<file path="config.mk">
export PLATFORM = sky130hd
export DESIGN_NAME = rcv_byte_ctrl
export DESIGN_NICKNAME = d
export VERILOG_FILES = /design/src/rtl/rcv_byte_ctrl.sv
export SDC_FILE = /design/constraint.sdc
export NUM_CORES = 1
export LEC_CHECK = 0
export CORE_MARGIN = 5
export CORE_UTILIZATION = 52
export CTS_CLUSTER_DIAMETER = 200
export DETAILED_ROUTE_END_ITERATION = 8
export PLACE_DENSITY = 0.82
export SLEW_MARGIN = 20
export SYNTH_ARGS = -nofsm -noshare
export SYNTH_HDL_FRONTEND = slang
export SYNTH_SLANG_ARGS = --single-unit
</file>
<file path="constraint.sdc">
create_clock -name clk -period 4.4 [get_ports clk]
set_input_delay 0.88 -clock clk [delete_from_list [all_inputs] [get_ports clk]]
set_output_delay 0.88 -clock clk [all_outputs]
set_load 0.005 [all_outputs]
</file>
<file path="src/rtl/rcv_byte_ctrl.sv">
// Serial receive controller: start detection, bit-centre strobes for an
// external LSB-first shift register, and a host byte buffer with error flags.
module rcv_byte_ctrl #(
    parameter int CLKS_PER_BIT = 10,
    parameter int DATA_BITS    = 8
) (
    input  logic                 clk,
    input  logic                 n_rst,
    input  logic                 serial_in,
    input  logic [DATA_BITS:0]   sr_data,
    input  logic                 data_read,
    output logic                 shift_strobe,
    output logic [DATA_BITS-1:0] rx_data,
    output logic                 data_ready,
    output logic                 overrun_error,
    output logic                 framing_error
);

    localparam int HALF   = CLKS_PER_BIT / 2;
    localparam int CNT_W  = $clog2(CLKS_PER_BIT);
    localparam int BIDX_W = $clog2(DATA_BITS + 2);

    localparam logic [CNT_W-1:0]  CNT_HALF  = CNT_W'(HALF);
    localparam logic [CNT_W-1:0]  CNT_LAST  = CNT_W'(CLKS_PER_BIT - 1);
    localparam logic [CNT_W-1:0]  CNT_ONE   = CNT_W'(1);
    localparam logic [BIDX_W-1:0] BIDX_STOP = BIDX_W'(DATA_BITS + 1);
    localparam logic [BIDX_W-1:0] BIDX_ONE  = BIDX_W'(1);

    typedef enum logic [1:0] {
        IDLE  = 2'd0,
        RECV  = 2'd1,
        CHECK = 2'd2
    } state_e;

    state_e                state_q, state_d;
    logic [CNT_W-1:0]      cnt_q, cnt_d;
    logic [BIDX_W-1:0]     bidx_q, bidx_d;
    logic                  prev_ser_q;
    logic [DATA_BITS-1:0]  rx_q, rx_d;
    logic                  rdy_q, rdy_d;
    logic                  ovr_q, ovr_d;
    logic                  fe_q, fe_d;
    logic                  fall;
    logic                  strobe;

    assign fall   = prev_ser_q & ~serial_in;
    assign strobe = (state_q == RECV) && (cnt_q == CNT_HALF) && (bidx_q != '0);

    always_ff @(posedge clk or negedge n_rst) begin
        if (!n_rst) begin
            state_q    <= IDLE;
            cnt_q      <= '0;
            bidx_q     <= '0;
            prev_ser_q <= 1'b1;
            rx_q       <= '1;
            rdy_q      <= 1'b0;
            ovr_q      <= 1'b0;
            fe_q       <= 1'b0;
        end else begin
            state_q    <= state_d;
            cnt_q      <= cnt_d;
            bidx_q     <= bidx_d;
            prev_ser_q <= serial_in;
            rx_q       <= rx_d;
            rdy_q      <= rdy_d;
            ovr_q      <= ovr_d;
            fe_q       <= fe_d;
        end
    end

    always_comb begin
        state_d = state_q;
        cnt_d   = cnt_q;
        bidx_d  = bidx_q;
        rx_d    = rx_q;
        rdy_d   = rdy_q;
        ovr_d   = ovr_q;
        fe_d    = fe_q;

        if (data_read) begin
            rdy_d = 1'b0;
            ovr_d = 1'b0;
        end

        unique case (state_q)
            IDLE: begin
                if (fall) begin
                    state_d = RECV;
                    cnt_d   = '0;
                    bidx_d  = '0;
                    fe_d    = 1'b0;
                end
            end
            RECV: begin
                if (cnt_q == CNT_LAST) begin
                    cnt_d  = '0;
                    bidx_d = bidx_q + BIDX_ONE;
                end else begin
                    cnt_d = cnt_q + CNT_ONE;
                end
                // Line high at the start-bit centre means the edge was noise.
                if (bidx_q == '0 && cnt_q == CNT_HALF && serial_in) begin
                    state_d = IDLE;
                    cnt_d   = '0;
                    bidx_d  = '0;
                end else if (strobe && bidx_q == BIDX_STOP) begin
                    state_d = CHECK;
                    cnt_d   = '0;
                    bidx_d  = '0;
                end
            end
            CHECK: begin
                state_d = IDLE;
                if (sr_data[DATA_BITS]) begin
                    rx_d  = sr_data[DATA_BITS-1:0];
                    rdy_d = 1'b1;
                    ovr_d = !data_read && (ovr_q || rdy_q);
                end else begin
                    fe_d = 1'b1;
                end
            end
            default: state_d = IDLE;
        endcase
    end

    assign shift_strobe  = strobe;
    assign rx_data       = rx_q;
    assign data_ready    = rdy_q;
    assign overrun_error = ovr_q;
    assign framing_error = fe_q;

endmodule

</file>
==> impl_metrics.csv, run 1 <==
group,metric,value,unit
outcome,outcome,"finished, final reports clean",
synthesis,synth_top_cell_area_share,30.4,%
grt,grt_pass1_wl,4070,um
clock_network,cts_resized,0,
floorplan,initial_core_util,54.5,%
clock_network,root_buffer,"clkbuf_4",
clock_network,tritoncts,"yes",
sta,post-route-period-util,62.1,%
floorplan,io_pins,25,
floorplan,core_area,0.00196,mm2
synthesis,synth_top_area_cell,"dfrtp_1",
synthesis,yosys_warnings,0,
clock_network,cts.sinks,22,
critical_path,required,3.52,ns
critical_path,endpoint_kind,"output pin",
pwr,power.density,441,mW/mm2
grt,antenna_found_initial,0,
critical_path,reg2reg_depth,6,
placement,portBuffers,24,
layout,drive_gt1_share,11.5,%
clock_network,cts_made_buffers,3,
synthesis,synth_compound_area_share,12.9,%
sta,rsz0062_at_grt,"false",
floorplan,rows,16,
detailed_routing,ant_nets,0,
critical_path,endpoint,"shift_strobe",
placement,dp_hpwl,1800,um
layout,antennaDiodeCount,0,
synthesis,yosys-top-cells-area,"dfrtp_1 30%, dfstp_2 22%, nand2_1 12%, ha_1 5.8%, nor2_1 2.5%",
layout,design_area,0.00137,mm2
clock_network,cts_buffer_depth,2,
layout,final_cells,166,
critical_path,crit_type,"flop to output pin",
detailed_routing,dr.first_iter.drc_count,27,
clock_network,post_cts_buffers,0,
sta,setup_violations,0,
grt,grt_pass1_vias,906,
critical_path,r2r-end,"cnt_q[2]$_DFFE_PN0P_",
synthesis,synth-xor-area-share,0,%
pwr,leakagePower,0.604,nW
detailed_routing,vias,914,
critical_path,path_max_fanout,5,
critical_path,reg2reg_setup_slack,2.65,ns
synthesis,syn_avg_cell_area,9.64,um2
critical_path,cp.arrival,1.85,ns
grt,grt_max_degree,23,
sta,worst_pin_slew,0.943,ns
placement,post_dp_cell_area,0.00134,mm2
pwr,finalPower,605,uW
synthesis,synth_nets,129,
detailed_routing,routedWlPerCell,14.3,um
placement,numPlacedInstances,162,
grt,globalRouteTotalUtil,16.5,%
synthesis,seq_area_frac_synth,52.5,%
sta,layout_min_cycle_time,2.73,ns
layout,layout_commonest_cell,"nand2_1",
synthesis,synth.cell_area,0.00107,mm2
run,maxCapViolCount,0,
detailed_routing,drtPass1Iterations,4,
sta,drv_slew,0,
layout,area_growth_syn_to_layout,28.1,%
layout,final_cell_mix,"33 x nand2_1, 24 x clkdlybuf4s50_1, 13 x dfrtp_1",
synthesis,synth_mux_area_share,0,%
sta,fin_tns_setup,0,ns
synthesis,synthAdderAreaFrac,5.85,%
sta,slew_headroom,36.9,%
floorplan,die_area,0.00306,mm2
floorplan,die_y,55.4,um
sta,fmax,366,MHz
layout,layout.nets,158,
placement,globalplace.congestion,0.810,
hold_path,hp-class,"flop to flop",
detailed_routing,drt_wl_total,2380,um
sta,hold_viol,0,
sta,finClkSkew,0.00226,ns
synthesis,synthDistinctLibCells,32,
floorplan,die-width,55.4,um
grt,grt_overflow,0,
detailed_routing,vias_per_cell,5.51,
critical_path,start_kind,"flop",
synthesis,syn-instance-count,111,
critical_path,crit_start,"cnt_q[1]$_DFFE_PN0P_",
clock_network,cts_htree_levels,1,
synthesis,yosys.area_share.simple,26.3,%
pwr,ir_worst_vdd,343,uV
clock_network,clkLatencyLatePin,0.30,ns
critical_path,r2r_start,"bidx_q[0]$_DFFE_PN0P_",
layout,n_fill_cell,159,
detailed_routing,drc,0,
synthesis,synth_top_family_by_area,"simple AND/OR/NAND/NOR gates",
clock_network,cts.clk_slew.worst_paths,0.11,ns
clock_network,postCtsHoldBufs,0,
synthesis,synth_seq_cells,22,
## state kept, by name (all words and copies together), names as in the netlist
register       count
prev_ser_q         1
state_q            2
overrun_error      1
rx_data            8
bidx_q             4
data_ready         1
cnt_q              4
framing_error      1
## report_power, final
part | switching, mW | total (mW) | internal [mW]
Sequential | 0.0529 | 0.298 | 0.245
Combinational | 0.118 | 0.213 | 0.0943
Clock | 0.0588 | 0.0941 | 0.0354
## cells in the mapped netlist (all sizes together)
library cell / number
dfrtp: 13
nor2: 8
o21ai: 5
a32oi: 1
nand3b: 2
a31oi: 2
o21ba: 1
nand4: 1
o31ai: 1
nand3: 3
and3b: 1
nand2b: 1
clkinv: 1
o211ai: 1
nor3: 2
nand4b: 1
ha: 5
inv: 6
a22oi: 1
nand2: 33
o2111ai: 1
o22ai: 2
o21bai: 1
and2: 1
nor2b: 3
a41oi: 1
and4bb: 1
dfstp: 9
a21oi: 3
## metrics by stage
step                hold WS [ns]  util (%)  worst slack (ns)
floorplan                  0.448         -              2.60
global placement           0.445      68.5              2.05
detailed placement         0.452      68.5              2.02
CTS                        0.470      69.8              1.67
global route               0.487      69.8              1.54
finish                     0.468      69.8              1.67
## worst max-delay path: stages (launching register included)
cell and delay [ns]:
dfrtp_1 0.42, inv_1 0.08, ha_1 0.24, nand4_1 0.14
a21oi_1 0.15, clkdlybuf4s50_1 0.51
## worst min path at each step
stage | start | end | cells after the start
floorplan | rx_data[0]$_DFFE_PN1P_ | rx_data[0]$_DFFE_PN1P_ | 2
global placement | rx_data[6]$_DFFE_PN1P_ | rx_data[6]$_DFFE_PN1P_ | 2
detailed placement | rx_data[4]$_DFFE_PN1P_ | rx_data[4]$_DFFE_PN1P_ | 2
CTS | rx_data[4]$_DFFE_PN1P_ | rx_data[4]$_DFFE_PN1P_ | 2
global route | rx_data[2]$_DFFE_PN1P_ | rx_data[2]$_DFFE_PN1P_ | 2
finish | rx_data[4]$_DFFE_PN1P_ | rx_data[4]$_DFFE_PN1P_ | 2
## logic make-up after synthesis
group | Yosys count
AND/OR/NAND/NOR | 57
buffers and inverters | 7
AO/OA/AOI/OAI | 20
flip-flops | 22
adder cells (fa/ha/maj) | 5
## routing by layer
metal  part of all wire, %  vias to the layer above  GRT usage, %
li1                      -                      438             -
met1                    42                      432          18.7
met2                    50                       38          28.0
met3                   6.6                        6          5.59
met4                   1.5                        0          7.29
met5                     0                        -             0
## layout make-up
class                           count  area (um2)  area share [%]
Multi-Input combinational cell     82         482            35.2
Tap cell                           27        33.8            2.47
Clock buffer                        4        26.3            1.92
Inverter                            7        26.3            1.92
Timing Repair Buffer               24         240            17.5
Sequential cell                    22         562            41.0
Power figures use the tool's default switching activity.
==> run 2: changes to the inputs <==
Settings changed: CORE_UTILIZATION 52 to 43, PLACE_DENSITY 0.82 to 0.72.
Clock period 4.4 ns to 2.5 ns, I/O delays scaled along.
==> run 2 against run 1 <==
Against the previous run: die area rose by 17%; routed wire length is 6.4% lower; non-clock buffer count grew 2; via count down 3.4%; critical path depth did not move; final area grew 2.4%; combinational power increased by 75%; largest cell class unchanged; sequential power up 76%; cell count rose by 3.0%; clock power rose by 100%.
==> impl_metrics.csv, run 2 (synthesized netlist as in run 1, its figures left out) <==
group,metric,value,unit
outcome,outcome,"finished, final reports clean",
clock_network,root_buffer,"clkbuf_4",
clock_network,tritoncts,"yes",
placement,portBuffers,24,
layout,register_area,563,um2
detailed_routing,ant_nets,0,
grt,globalRouteTotalUtil,14.4,%
pwr,leakagePower,0.617,nW
sta,slew_headroom,75.9,%
detailed_routing,drt_wl_total,2230,um
placement,numPlacedInstances,167,
grt,antenna_found_initial,0,
placement,globalplace.congestion,0.855,
clock_network,cts.sinks,22,
critical_path,endpoint_kind,"output pin",
floorplan,io_pins,25,
layout,multi_input_area,484,um2
grt,use_met2,26.2,%
hold_path,whs_path_depth,2,
clock_network,cts_made_buffers,3,
clock_network,cts_resized,0,
grt,grt_max_degree,23,
detailed_routing,vias,883,
detailed_routing,drc,0,
layout,drive_gt1_share,14.9,%
floorplan,initial_core_util,44.0,%
layout,largest_reg_flops,8,
layout,layout.nets,160,
clock_network,cts_htree_levels,1,
critical_path,crit_start,"cnt_q[1]$_DFFE_PN0P_",
hold_path,hp-class,"flop to flop",
critical_path,start_kind,"flop",
sta,drv_slew,0,
sta,worst_pin_slew,0.361,ns
floorplan,die_y,59.9,um
sta,fmax,432,MHz
layout,final_util,57.7,%
floorplan,core_area,0.00243,mm2
layout,antennaDiodeCount,0,
critical_path,r2r_start,"bidx_q[0]$_DFFE_PN0P_",
sta,fin_tns_setup,0,ns
pwr,finalPower,1.09,mW
floorplan,die_area,0.00359,mm2
critical_path,cp.arrival,1.81,ns
clock_network,postCtsHoldBufs,0,
sta,post-route-period-util,92.6,%
layout,final_cell_mix,"33 x nand2_1, 24 x clkdlybuf4s50_1, 12 x dfrtp_1",
layout,n_fill_cell,214,
pwr,power.density,774,mW/mm2
clock_network,cts.clk_slew.worst_paths,0.12,ns
layout,area_growth_syn_to_layout,31.1,%
layout,layout_commonest_cell,"nand2_1",
clock_network,cts_buffer_depth,2,
grt,grt_overflow,0,
layout,final_cells,171,
run,maxCapViolCount,0,
placement,dp_hpwl,1690,um
floorplan,die-width,59.9,um
pwr,ir_worst_vdd,528,uV
critical_path,path_max_fanout,5,
sta,rsz0062_at_grt,"false",
grt,grt.busiest_layer,"met2",
grt,gr-usage-met3,3.02,%
grt,met1_usage,16.5,%
sta,setup_violations,0,
critical_path,required,2.00,ns
detailed_routing,routedWlPerCell,13.0,um
sta,finClkSkew,0.00530,ns
clock_network,post_cts_buffers,0,
detailed_routing,vias_per_cell,5.16,
sta,layout_min_cycle_time,2.31,ns
detailed_routing,drtPass1Iterations,5,
floorplan,rows,18,
placement,pre_cts_slack,0.517,ns
sta,fin_ws,0.186,ns
grt,grt_pass1_wl,3920,um
critical_path,crit_type,"flop to output pin",
critical_path,reg2reg_depth,6,
detailed_routing,dr.first_iter.drc_count,17,
clock_network,clkLatencyLatePin,0.30,ns
hold_path,hp-start,"rx_data[6]$_DFFE_PN1P_",
grt,grt_pass1_vias,899,
sta,hold_viol,0,
run 2: stage by stage:
stage / hold WS [ns] / area [um2]
final: 0.464 / 1400
after floorplan: 0.204 / 1070
after global placement: 0.447 / 1360
after CTS: 0.468 / 1400
after global routing: 0.480 / 1400
after detailed placement: 0.449 / 1360
run 2: final cells by class:
type                    count  share of cell area (%)
flip-flops and latches     22                    40.1
repair buffers             26                    18.2
well taps                  30                    2.68
clock buffers               4                    2.59
inverters                   7                    1.87
multi-input cells          82                    34.5
run 2: final timing paths:
path	end	slack (ns)
max reg2reg	cnt_q[2]$_DFFE_PN0P_	0.84
min in group asynchronous	data_ready$_DFF_PN0_	0.53
min	rx_data[6]$_DFFE_PN1P_	0.46
max in group asynchronous	prev_ser_q$_DFF_PN1_	1.69
max	shift_strobe	0.19
min reg2reg	rx_data[6]$_DFFE_PN1P_	0.46
run 2: where the power goes:
| part | internal [mW] | switching (mW) |
|---|---|---|
| combinational | 0.172 | 0.200 |
| clock | 0.0888 | 0.102 |
| sequential | 0.433 | 0.0897 |
run 2: layer usage:
metal | share of wire (%) | routed length (um) | vias up
li1 | - | - | 440
met1 | 42 | 936 | 411
met2 | 49 | 1090 | 28
met3 | 8.0 | 179 | 4
met4 | 1.1 | 24 | 0
met5 | 0 | 0 | -
run 2: critical path: stages, from the launching register on:
cell	delay [ns]
dfrtp_1	0.41
inv_1	0.09
ha_2	0.22
nand4_1	0.12
a21oi_1	0.15
clkdlybuf4s50_1	0.52
